File: config.mk
export PLATFORM = sky130hd
export DESIGN_NAME = mem_port_arbiter
export DESIGN_NICKNAME = d
export VERILOG_FILES = /design/src/rtl/mem_port_arbiter.sv
export SDC_FILE = /design/constraint.sdc
export NUM_CORES = 1
export LEC_CHECK = 0
export CORE_AREA = 2 2 202 204
export DETAILED_ROUTE_END_ITERATION = 8
export DIE_AREA = 0 0 204 206
export PLACE_DENSITY = 0.65
export SYNTH_ARGS = -nofsm -noshare
export SYNTH_HDL_FRONTEND = slang
export SYNTH_SLANG_ARGS = --single-unit
export TNS_END_PERCENT = 10
File: constraint.sdc
create_clock -name clk_i -period 2.2 [get_ports clk_i]
set_input_delay 0.22 -clock clk_i [delete_from_list [all_inputs] [get_ports clk_i]]
set_output_delay 0.22 -clock clk_i [all_outputs]
set_load 0.1 [all_outputs]
File: src/rtl/mem_port_arbiter.sv
// Shares one RAM port between instruction fetch and load/store traffic.
// Load/store wins contests, except that a streak counter periodically forces fetch through.
module mem_port_arbiter #(
  parameter int ADDR_W     = 64,
  parameter int DATA_W     = 64,
  parameter int MEM_LAT    = 2,
  parameter int STARVE_MAX = 4
) (
  input  logic              clk_i,
  input  logic              rst_ni,
  input  logic              if_req_i,
  input  logic [ADDR_W-1:0] if_addr_i,
  output logic              if_gnt_o,
  output logic              if_done_o,
  output logic [DATA_W-1:0] if_rdata_o,
  input  logic              ls_req_i,
  input  logic              ls_we_i,
  input  logic [ADDR_W-1:0] ls_addr_i,
  input  logic [DATA_W-1:0] ls_wdata_i,
  output logic              ls_gnt_o,
  output logic              ls_done_o,
  output logic [DATA_W-1:0] ls_rdata_o,
  output logic [ADDR_W-1:0] mem_addr_o,
  output logic [DATA_W-1:0] mem_wdata_o,
  output logic              mem_wr_en_o,
  output logic              mem_out_en_o,
  input  logic [DATA_W-1:0] mem_rdata_i,
  output logic              busy_o
);

  localparam int LW = $clog2(MEM_LAT + 1);
  localparam int SW = $clog2(STARVE_MAX + 1);

  typedef enum logic [1:0] {IDLE, ACCESS, RESP} state_e;

  state_e              state_q, state_d;
  logic                owner_ls_q, owner_ls_d;
  logic                we_q, we_d;
  logic [ADDR_W-1:0]   addr_q, addr_d;
  logic [DATA_W-1:0]   wdata_q, wdata_d;
  logic [LW-1:0]       lat_cnt_q, lat_cnt_d;
  logic [SW-1:0]       streak_q, streak_d;
  logic [DATA_W-1:0]   if_rdata_q, if_rdata_d;
  logic [DATA_W-1:0]   ls_rdata_q, ls_rdata_d;
  logic                if_gnt_q, if_gnt_d;
  logic                ls_gnt_q, ls_gnt_d;
  logic                grant_ls;

  // Load/store wins unless fetch is also waiting and has been passed over STARVE_MAX times.
  assign grant_ls = ls_req_i && !(if_req_i && (streak_q == SW'(STARVE_MAX)));

  always_comb begin
    state_d    = state_q;
    owner_ls_d = owner_ls_q;
    we_d       = we_q;
    addr_d     = addr_q;
    wdata_d    = wdata_q;
    lat_cnt_d  = lat_cnt_q;
    streak_d   = streak_q;
    if_rdata_d = if_rdata_q;
    ls_rdata_d = ls_rdata_q;
    if_gnt_d   = 1'b0;
    ls_gnt_d   = 1'b0;
    case (state_q)
      IDLE: begin
        if (if_req_i || ls_req_i) begin
          state_d    = ACCESS;
          owner_ls_d = grant_ls;
          we_d       = grant_ls && ls_we_i;
          addr_d     = grant_ls ? ls_addr_i : if_addr_i;
          wdata_d    = grant_ls ? ls_wdata_i : '0;
          lat_cnt_d  = LW'(MEM_LAT - 1);
          if_gnt_d   = !grant_ls;
          ls_gnt_d   = grant_ls;
          // A contested load/store win can only happen below STARVE_MAX, so the increment saturates.
          if (if_req_i && ls_req_i) begin
            streak_d = grant_ls ? streak_q + 1'b1 : '0;
          end else if (!grant_ls) begin
            streak_d = '0;
          end
        end
      end
      ACCESS: begin
        if (lat_cnt_q == '0) begin
          state_d = RESP;
          if (!we_q) begin
            if (owner_ls_q) ls_rdata_d = mem_rdata_i;
            else            if_rdata_d = mem_rdata_i;
          end
        end else begin
          lat_cnt_d = lat_cnt_q - 1'b1;
        end
      end
      RESP:    state_d = IDLE;
      default: state_d = IDLE;
    endcase
  end

  always_ff @(posedge clk_i or negedge rst_ni) begin
    if (!rst_ni) begin
      state_q    <= IDLE;
      owner_ls_q <= 1'b0;
      we_q       <= 1'b0;
      addr_q     <= '0;
      wdata_q    <= '0;
      lat_cnt_q  <= '0;
      streak_q   <= '0;
      if_rdata_q <= '0;
      ls_rdata_q <= '0;
      if_gnt_q   <= 1'b0;
      ls_gnt_q   <= 1'b0;
    end else begin
      state_q    <= state_d;
      owner_ls_q <= owner_ls_d;
      we_q       <= we_d;
      addr_q     <= addr_d;
      wdata_q    <= wdata_d;
      lat_cnt_q  <= lat_cnt_d;
      streak_q   <= streak_d;
      if_rdata_q <= if_rdata_d;
      ls_rdata_q <= ls_rdata_d;
      if_gnt_q   <= if_gnt_d;
      ls_gnt_q   <= ls_gnt_d;
    end
  end

  // Enables decode straight from state so an asynchronous reset drops them without a clock.
  assign mem_wr_en_o  = (state_q == ACCESS) && we_q;
  assign mem_out_en_o = (state_q == ACCESS) && !we_q;
  assign mem_addr_o   = addr_q;
  assign mem_wdata_o  = wdata_q;
  assign busy_o       = (state_q != IDLE);
  assign if_gnt_o     = if_gnt_q;
  assign ls_gnt_o     = ls_gnt_q;
  assign if_done_o    = (state_q == RESP) && !owner_ls_q;
  assign ls_done_o    = (state_q == RESP) && owner_ls_q;
  assign if_rdata_o   = if_rdata_q;
  assign ls_rdata_o   = ls_rdata_q;

endmodule

==> results.tsv <==
metric	value	unit
CP bufs+invs	2	
outcome	completed	
Routability Congestion	0.796	
Worst-Skew Late Latency	0.55	ns
Cell variety after synth	33	
Worst setup EP type	primary output	
Avg Vias per Cell	4.57	
Boundary Pins	524	
skew final	0.0118	ns
CP Launch Type	flop	
CP dominant cell by count	buf_4	
syn avg cell area	15.1	sq um
Sinks on Clock Net	267	
synth-to-layout area growth	61.0	%
worst-margin pin slew	0.512	ns
wire per inst	18.8	microns
most numerous cell in the Yosys netlist	dfrtp_1	
Core Region	0.0402	sq mm
post-route DRC violation count	0	
fillcell total	3770	
Max Freq	510	MHz
max_cap viols	0	
Num CTS Buffers	29	
CP Cell Sequence	buf_4 > nor2b_1 > and2_1 > buf_4	
die height	206	microns
Root Driver	clkbuf_16	
number of flops mapped to enable cells by yosys	0	
cell taking the most area after synthesis	dfrtp_1	
H-tree depth	1	
FFs w/ async S/R, synth	1.00	
Worst Path Arrival	1.74	ns
worst endpoint required time	1.98	ns
HPWL Detailed	24300	microns
gr usage total	0.149	
RSZ-0062 raised after global routing	false	
PortBufs	523	
chip width	204	microns
Seq/Total Area, Yosys	0.643	
TritonCTS clock tree	built	
Hold Crit Class	input pin to asynchronous set/reset pin	
tightest hold margin	0.159	ns
Bufs on Longest Clock Path	3	
first-pass GRT wire length	48900	microns
post-synth net total	951	
max_slew headroom	0.659	
FP Rows	74	
initial core utilization	0.258	
1st-pass router iterations	4	
pin count of the biggest net entering global routing	90	
Period minus WS final	1.96	ns
# setup viols final	0	
Critical Setup Path Class	flop to primary output	
critical path's top delay family	buffers and inverters	
worst-path maximum fanout	6	
DRT Wirelength	33300	microns
layout cells sized above 1	0.297	
final hold vios	0	
Synth Flop Type	dfrtp_1	
grt total ovfl	0	
post-synthesis register bit count	267	
top post-synthesis cells by area	dfrtp_1 (64%), mux2_1 (12%), a221o_1 (6.2%), a22o_1 (5.5%), nor3b_1 (4.8%)	
die area	0.0420	sq mm
Slew Limit Fails	0	
crit-path max cell delay	0.40	ns
fin crit share	0.891	
initial antenna violation count	5	
fin nets	1476	
critical path's slowest cell	dfrtp_1	
top cells by count, synth	dfrtp_1 (267), mux2_1 (109), nor3b_1 (66)	
Synth Warn #	0	
Post-Syn Area	0.0104	sq mm
remaining antenna violation count after routing	0	
Via Count	8077	
vias in the first global route	8349	
ant diodes	0	
Resize count post-CTS	0	
Synth top area share	0.643	
post-synthesis instance total	687	
DRT iter0 DRCs	453	
clk slew on worst S/H paths	0.06	ns
==> registers in the layout, summed over array words and instances, names as in the netlist <==
register and count:
ls_gnt_o 1, if_rdata_o 64, we_q 1, lat_cnt_q 2, if_gnt_o 1, mem_wdata_o 64, streak_q 3, mem_addr_o 64
state_q 2, ls_rdata_o 64, owner_ls_q 1
==> cell families after synthesis <==
group,after synthesis,share of synthesized area
muxes,129,0.140
adders and majority gates,3,0.00361
and+or+nand+nor,87,0.0602
DFF,267,0.643
AOI/OAI and AO/OA,137,0.121
buffers and inverters,64,0.0319
==> layer usage <==
metal,global-route usage,up-vias,wire length (microns)
met5,0,-,67
met4,0.0443,10,790
met3,0.0519,55,3260
met2,0.254,356,16100
met1,0.177,4018,13000
li1,-,3638,-
==> per-stage QoR <==
stage / util / cells / setup TNS [ns] / instance area [sq um] / worst slack, ns
floorplan: - / 687 / -14.15 / 10400 / -0.148
global placement: 0.392 / 1712 / 0 / 15700 / 0.289
detailed placement: 0.392 / 1712 / 0 / 15700 / 0.211
CTS: 0.416 / 1766 / 0 / 16700 / 0.203
global route: 0.416 / 1766 / 0 / 16700 / 0.153
finish: 0.416 / 1766 / 0 / 16700 / 0.241
==> layout by cell type (no fill, tap or decap), drive strengths merged, types with 2 or more instances in the layout <==
cell / instances
a21oi: 2
a221o: 64
a22o: 65
and2: 2
and3b: 2
buf: 291
bufinv: 2
clkbuf: 45
clkdlybuf4s50: 259
clkinv: 4
dfrtp: 267
ha: 3
inv: 9
mux2: 128
nand2: 4
nand3: 4
nor2: 2
nor3b: 67
o21ai: 3
==> repair_timing <==
| action | in CTS | in global routing |
|---|---|---|
| buffers inserted | 0 | 0 |
| endpoints found under the setup margin | 0 | 0 |
| endpoints found under the hold margin | 150 | 0 |
| hold buffers | 1 | 0 |
==> area by class of cell <==
| class | count | area (sq um) | share of cell area |
|---|---|---|---|
| Clock buffer | 45 | 876 | 0.0524 |
| Tap cell | 532 | 666 | 0.0398 |
| Multi-Input combinational cell | 356 | 3420 | 0.205 |
| Clock inverter | 8 | 104 | 0.00621 |
| Inverter | 7 | 26.3 | 0.00157 |
| Sequential cell | 267 | 6680 | 0.400 |
| Timing Repair Buffer | 551 | 4940 | 0.296 |
==> final timing paths <==
kind | start | depth (start not counted) | slack, ns | end
worst max-delay path | state_q[1]$_DFFE_PN0P_ | 4 | 0.24 | mem_wr_en_o
worst min-delay path | rst_ni | 2 | 0.16 | ls_rdata_o[18]$_DFFE_PN0P_
worst max register to register | streak_q[0]$_DFFE_PN0P_ | 6 | 0.29 | mem_addr_o[28]$_DFFE_PN0P_
worst min register to register | if_rdata_o[17]$_DFFE_PN0P_ | 1 | 0.48 | if_rdata_o[17]$_DFFE_PN0P_
max in group asynchronous | rst_ni | 3 | 1.23 | mem_wdata_o[41]$_DFFE_PN0P_
min in group clk_i | ls_wdata_i[31] | 2 | 0.27 | mem_wdata_o[31]$_DFFE_PN0P_
Power is not shown: default switching activity piles up to over one toggle a cycle in this logic, so the estimate is an artifact.
